--- src/rtl/mem_stage_if.sv ---
// mem_stage_if: data-memory req/ack bus between the memory stage and data memory
interface mem_stage_if #(parameter int SIZE = 32) ();
    logic            req;
    logic            we;
    logic [SIZE-1:0] addr;
    logic [SIZE-1:0] wdata;
    logic [SIZE-1:0] rdata;
    logic            ack;
    modport master (output req, we, addr, wdata, input rdata, ack);
    modport slave  (input req, we, addr, wdata, output rdata, ack);
endinterface

--- src/rtl/mem_stage.sv ---
// mem_stage: pipeline memory-access stage with req/ack data memory, misalign and timeout faults
module mem_stage #(
    parameter int SIZE    = 32,
    parameter int TIMEOUT = 16
) (
    input  logic                    clk,
    input  logic                    reset,
    input  logic                    ex_valid,
    input  logic                    ex_mem_read,
    input  logic                    ex_mem_write,
    input  logic                    ex_reg_write,
    input  logic                    ex_mem_to_reg,
    input  logic [$clog2(SIZE)-1:0] ex_write_reg,
    input  logic [SIZE-1:0]         ex_alu_result,
    input  logic [SIZE-1:0]         ex_store_data,
    output logic                    stall,
    mem_stage_if.master             dmem,
    output logic                    wb_valid,
    output logic                    wb_reg_write,
    output logic [$clog2(SIZE)-1:0] wb_write_reg,
    output logic [SIZE-1:0]         wb_data,
    output logic                    misalign,
    output logic                    bus_error
);
    localparam int RW = $clog2(SIZE);
    localparam int CW = $clog2(TIMEOUT + 1);

    typedef enum logic {IDLE, WAIT} state_t;

    state_t          state, state_n;
    logic [CW-1:0]   cnt, cnt_n;
    logic            req_n, we_n;
    logic [SIZE-1:0] addr_n, wdata_n;
    logic [RW-1:0]   l_wreg, l_wreg_n;
    logic            l_rw, l_rw_n, l_m2r, l_m2r_n;
    logic            wb_valid_n, wb_rw_n, mis_n, berr_n;
    logic [RW-1:0]   wb_wreg_n;
    logic [SIZE-1:0] wb_data_n;
    logic            mem_op, mis, hit;

    assign mem_op = ex_valid & (ex_mem_read | ex_mem_write);
    assign mis    = |(ex_alu_result & SIZE'(SIZE / 8 - 1));
    assign hit    = cnt == CW'(TIMEOUT - 1);

    always_ff @(posedge clk) begin
        if (reset) begin
            state        <= IDLE;
            cnt          <= '0;
            dmem.req     <= 1'b0;
            dmem.we      <= 1'b0;
            dmem.addr    <= '0;
            dmem.wdata   <= '0;
            l_wreg       <= '0;
            l_rw         <= 1'b0;
            l_m2r        <= 1'b0;
            wb_valid     <= 1'b0;
            wb_reg_write <= 1'b0;
            wb_write_reg <= '0;
            wb_data      <= '0;
            misalign     <= 1'b0;
            bus_error    <= 1'b0;
        end else begin
            state        <= state_n;
            cnt          <= cnt_n;
            dmem.req     <= req_n;
            dmem.we      <= we_n;
            dmem.addr    <= addr_n;
            dmem.wdata   <= wdata_n;
            l_wreg       <= l_wreg_n;
            l_rw         <= l_rw_n;
            l_m2r        <= l_m2r_n;
            wb_valid     <= wb_valid_n;
            wb_reg_write <= wb_rw_n;
            wb_write_reg <= wb_wreg_n;
            wb_data      <= wb_data_n;
            misalign     <= mis_n;
            bus_error    <= berr_n;
        end
    end

    always_comb begin
        state_n    = state;
        cnt_n      = cnt + 1'b1;
        req_n      = dmem.req;
        we_n       = dmem.we;
        addr_n     = dmem.addr;
        wdata_n    = dmem.wdata;
        l_wreg_n   = l_wreg;
        l_rw_n     = l_rw;
        l_m2r_n    = l_m2r;
        wb_valid_n = 1'b0;
        wb_rw_n    = 1'b0;
        wb_wreg_n  = wb_write_reg;
        wb_data_n  = wb_data;
        mis_n      = 1'b0;
        berr_n     = 1'b0;
        stall      = 1'b0;
        if (state == IDLE) begin
            cnt_n = '0;
            if (mem_op && !mis) begin
                stall    = 1'b1;
                state_n  = WAIT;
                req_n    = 1'b1;
                we_n     = ex_mem_write;
                addr_n   = ex_alu_result;
                wdata_n  = ex_store_data;
                l_wreg_n = ex_write_reg;
                l_rw_n   = ex_reg_write;
                l_m2r_n  = ex_mem_to_reg;
            end else begin
                // a misaligned memory op passes through as a faulted, non-writing entry
                wb_valid_n = ex_valid;
                wb_rw_n    = ex_valid & ex_reg_write & ~mem_op & (ex_write_reg != '0);
                wb_wreg_n  = ex_write_reg;
                wb_data_n  = ex_alu_result;
                mis_n      = mem_op;
            end
        end else if (dmem.ack || hit) begin
            // ack takes priority over a timeout reached in the same cycle
            state_n    = IDLE;
            req_n      = 1'b0;
            wb_valid_n = 1'b1;
            wb_rw_n    = dmem.ack & l_rw & (l_wreg != '0);
            wb_wreg_n  = l_wreg;
            wb_data_n  = (dmem.ack && l_m2r) ? dmem.rdata : dmem.addr;
            berr_n     = ~dmem.ack;
        end else begin
            stall = 1'b1;
        end
    end
endmodule

--- src/flat_wrapper.sv ---
// flat-port wrapper written by rule: the top's interface ports become plain ports
module mem_stage_flat 
#(
    parameter int SIZE    = 32,
    parameter int TIMEOUT = 16
)
  (clk, reset, ex_valid, ex_mem_read, ex_mem_write, ex_reg_write, ex_mem_to_reg, ex_write_reg, ex_alu_result, ex_store_data, stall, wb_valid, wb_reg_write, wb_write_reg, wb_data, misalign, bus_error, dmem_req, dmem_we, dmem_addr, dmem_wdata, dmem_rdata, dmem_ack);
  mem_stage_if #(.SIZE(SIZE)) dmem_i ();
  input  logic clk;
  input  logic reset;
  input  logic ex_valid;
  input  logic ex_mem_read;
  input  logic ex_mem_write;
  input  logic ex_reg_write;
  input  logic ex_mem_to_reg;
  input  logic [$clog2(SIZE)-1:0] ex_write_reg;
  input  logic [SIZE-1:0] ex_alu_result;
  input  logic [SIZE-1:0] ex_store_data;
  output logic stall;
  output logic wb_valid;
  output logic wb_reg_write;
  output logic [$clog2(SIZE)-1:0] wb_write_reg;
  output logic [SIZE-1:0] wb_data;
  output logic misalign;
  output logic bus_error;
  output wire logic [$bits(dmem_i.req)-1:0] dmem_req;
  output wire logic [$bits(dmem_i.we)-1:0] dmem_we;
  output wire logic [$bits(dmem_i.addr)-1:0] dmem_addr;
  output wire logic [$bits(dmem_i.wdata)-1:0] dmem_wdata;
  input wire logic [$bits(dmem_i.rdata)-1:0] dmem_rdata;
  input wire logic [$bits(dmem_i.ack)-1:0] dmem_ack;
  assign dmem_req = dmem_i.req;
  assign dmem_we = dmem_i.we;
  assign dmem_addr = dmem_i.addr;
  assign dmem_wdata = dmem_i.wdata;
  assign dmem_i.rdata = dmem_rdata;
  assign dmem_i.ack = dmem_ack;
  mem_stage #(.SIZE(SIZE), .TIMEOUT(TIMEOUT)) u_core (.clk(clk), .reset(reset), .ex_valid(ex_valid), .ex_mem_read(ex_mem_read), .ex_mem_write(ex_mem_write), .ex_reg_write(ex_reg_write), .ex_mem_to_reg(ex_mem_to_reg), .ex_write_reg(ex_write_reg), .ex_alu_result(ex_alu_result), .ex_store_data(ex_store_data), .stall(stall), .dmem(dmem_i), .wb_valid(wb_valid), .wb_reg_write(wb_reg_write), .wb_write_reg(wb_write_reg), .wb_data(wb_data), .misalign(misalign), .bus_error(bus_error));
endmodule
--- config.mk ---
export PLATFORM = sky130hd
export DESIGN_NAME = mem_stage_flat
export DESIGN_NICKNAME = d
export VERILOG_FILES = /design/src/rtl/mem_stage_if.sv /design/src/rtl/mem_stage.sv /design/src/flat_wrapper.sv
export SDC_FILE = /design/constraint.sdc
export NUM_CORES = 1
export LEC_CHECK = 0
export CORE_UTILIZATION = 38
export DETAILED_ROUTE_END_ITERATION = 8
export GPL_ROUTABILITY_DRIVEN = 0
export HOLD_SLACK_MARGIN = 0.08
export PLACE_DENSITY = 0.71
export SYNTH_ARGS = -nofsm -noshare
export SYNTH_HDL_FRONTEND = slang
export SYNTH_SLANG_ARGS = --single-unit
--- constraint.sdc ---
create_clock -name clk -period 6.39 [get_ports clk]
set_clock_uncertainty 0.15 [all_clocks]
set_input_delay 0.639 -clock clk [delete_from_list [all_inputs] [get_ports clk]]
set_output_delay 0.639 -clock clk [all_outputs]
set_load 0.02 [all_outputs]
==> results.py <==
metrics = {
    "outcome": {
        "outcome": "completed",
    },
    "final_layout": {
        "fill_cells": 1335,
        "largest_registers": "u_core.dmem.addr: 32 flops, u_core.dmem.wdata: 32 flops, u_core.wb_data: 32 flops",
        "area_delta_synth_final_pct": 44.8,
        "drive_above_1_share": 0.0977,
        "finalNonFillerCells": 1050,
        "final_nets": 940,
        "antenna_cells": 0,
    },
    "place": {
        "io_buffers": 216,
        "numPlacedInstances": 1021,
        "dp_slack_ns": 2.60,
        "hpwl_um": 12400,
    },
    "drt": {
        "dr.pass1.iters": 7,
        "routed_wl_um": 20000,
        "drc_errors": 0,
        "viasPerCell": 5.92,
        "routed-via-count": 6214,
        "postRouteAntennaNets": 0,
        "wl_per_cell_um": 19.0,
        "drt-initial-drc-count": 664,
    },
    "critical_path": {
        "cp-end-kind": "primary output",
        "critPathRequiredTime_ns": 5.60,
        "arrival_ns": 3.43,
        "startpoint_type": "flip-flop",
        "critPathKind": "reg -> out",
        "path_max_fanout": 47,
    },
    "synthesis": {
        "ys_top_cells_by_area": "dfxtp_1 (40%), o31ai_1 (8.8%), nand4_1 (7.3%)",
        "yosysUniqueCellTypes": 36,
        "ys_ff_latch": 120,
        "syn_nets": 784,
        "netlist_area_sq_um": 5950,
        "async_flop_share": 0,
        "yosys_most_used_dff": "dfxtp_1",
        "ys_warn_count": 0,
        "synth.largest_area_cell": "dfxtp_1",
        "seq_area_frac_synth": 0.404,
        "synth_edf_count": 0,
        "syn_inst": 673,
        "synth_area_per_cell_sq_um": 8.85,
        "synth_commonest_cells": "dfxtp_1 (120), a21oi_1 (71), o31ai_1 (70)",
        "netlist.area_leader.share": 0.404,
        "yosysMostFrequentCell": "dfxtp_1",
    },
    "power": {
        "totalPowerFinal_uw": 2030,
        "ir_drop_mv": 0.168,
        "p_leak_uw": 0.00284,
        "p_per_area_nw_per_um2": 235,
    },
    "timing": {
        "rsz0062_at_grt": "no",
        "fin_crit_ns": 4.22,
        "hold_violations": 0,
        "setup_viol": 0,
        "slew_viol_final": 0,
        "setup_slack_ns": 2.17,
        "tns_ns": 0,
        "fmax_ghz": 0.237,
        "slew_headroom": 0.365,
        "fin_crit_sh": 0.661,
        "worst_slew_pin_slew_ns": 0.951,
        "hold_ws_ns": 0.320,
    },
    "floorplan": {
        "initial_core_util": 0.390,
        "ios": 217,
        "die_area_sq_um": 16200,
        "row_count": 45,
        "core-area_sq_um": 15300,
        "die_h_um": 127,
        "die_x_um": 127,
    },
    "clock_network": {
        "cts_buffer_depth": 2,
        "htree_levels": 4,
        "ctsHoldBuffers": 0,
        "cts_sinks": 120,
        "clk_latency_ns": 0.42,
        "cts_resized": 0,
        "cts_buffers": 17,
        "path_clk_slew_ns": 0.05,
        "clockRootBuffer": "clkbuf_16",
        "cts_tree": "done",
        "postCtsSetupBuffers": 0,
    },
    "hold_path": {
        "min-delay-path-class": "reg -> reg",
    },
    "run": {
        "drv_cap": 0,
    },
    "grt": {
        "grt_antenna_before_repair": 0,
        "grt_max_degree": 78,
        "grt_pass1_wl_um": 31100,
        "overflow": 0,
        "grt_pass1_vias": 6053,
        "track_usage": 0.244,
    },
}
## critical path, stage by stage (launching register included)
cell,delay (ns)
dfxtp_2,0.68
buf_4,0.55
nor3b_1,0.45
a31oi_4,0.09
inv_4,0.49
clkdlybuf4s50_1,0.72
## per-stage QoR
| step | utilization | cell area (sq um) |
|---|---|---|
| 2_1_floorplan | - | 5950 |
| 5_1_grt | 0.565 | 8620 |
| 3_5_place_dp | 0.530 | 8090 |
| 4_1_cts | 0.565 | 8620 |
| 6_report | 0.565 | 8620 |
| 3_3_place_gp | 0.530 | 8090 |
## layout by cell type (no fill, tap or decap), types with 2 or more instances in the layout
master	Yosys	layout
a21bo_2	30	30
a21oi_1	71	71
a311o_1	30	30
a311oi_1	2	2
and4_1	2	2
buf_4	0	11
clkbuf_1	54	5
clkbuf_16	0	17
clkbuf_8	0	3
clkdlybuf4s50_1	0	214
clkinv_2	0	3
dfxtp_1	120	118
dfxtp_2	0	2
ha_1	2	2
inv_1	4	4
mux2_2	5	5
mux2i_1	35	35
nand2_1	3	3
nand2b_1	32	31
nand3_1	32	32
nand4_1	69	69
nor2_1	46	44
nor2_4	0	2
nor2b_1	8	7
nor3_1	3	3
nor3b_1	4	4
o21ai_0	2	2
o31ai_1	70	70
o32ai_1	2	2
or2_2	2	3
## kinds of logic after synthesis
family / share of synthesized area
xor+xnor: 0.00294
mux: 0.0683
flops: 0.404
compound gates: 0.264
fa+ha+maj: 0.00420
buf+inv: 0.0683
simple gates: 0.188
## routing by layer
metal | global-route usage | share of wire | vias up | wire (um)
li1 | - | - | 2846 | -
met1 | 0.288 | 0.41 | 2994 | 8210
met2 | 0.404 | 0.47 | 339 | 9300
met3 | 0.0925 | 0.10 | 35 | 2080
met4 | 0.0903 | 0.018 | 0 | 369
met5 | 0 | 0 | - | 0
## path summary, 6_finish.rpt
kind                  from                endpoint  slack, ns  cells after the start
min          u_core.cnt[0]           u_core.cnt[0]       0.32                      1
max           u_core.state                   stall       2.17                      5
max reg2reg   u_core.state  u_core.wb_write_reg[3]       3.43                      5
min reg2reg  u_core.cnt[0]           u_core.cnt[0]       0.32                      1
## area by class of cell
type	count	area, sq um	area share
multi-input combinational	459	3170	0.368
sequential	120	2400	0.279
timing repair buffer	226	2230	0.259
clock buffer	25	485	0.0563
tap	211	264	0.0306
clock inverter	4	45.0	0.00523
inverter	5	21.3	0.00247
## power breakdown
part | leakage [uW] | internal, uW | switching (uW)
Combinational | 0.00159 | 164 | 183
Sequential | 0.000982 | 783 | 22.6
Clock | 0.000263 | 556 | 320
Power figures use the tool's default switching activity.
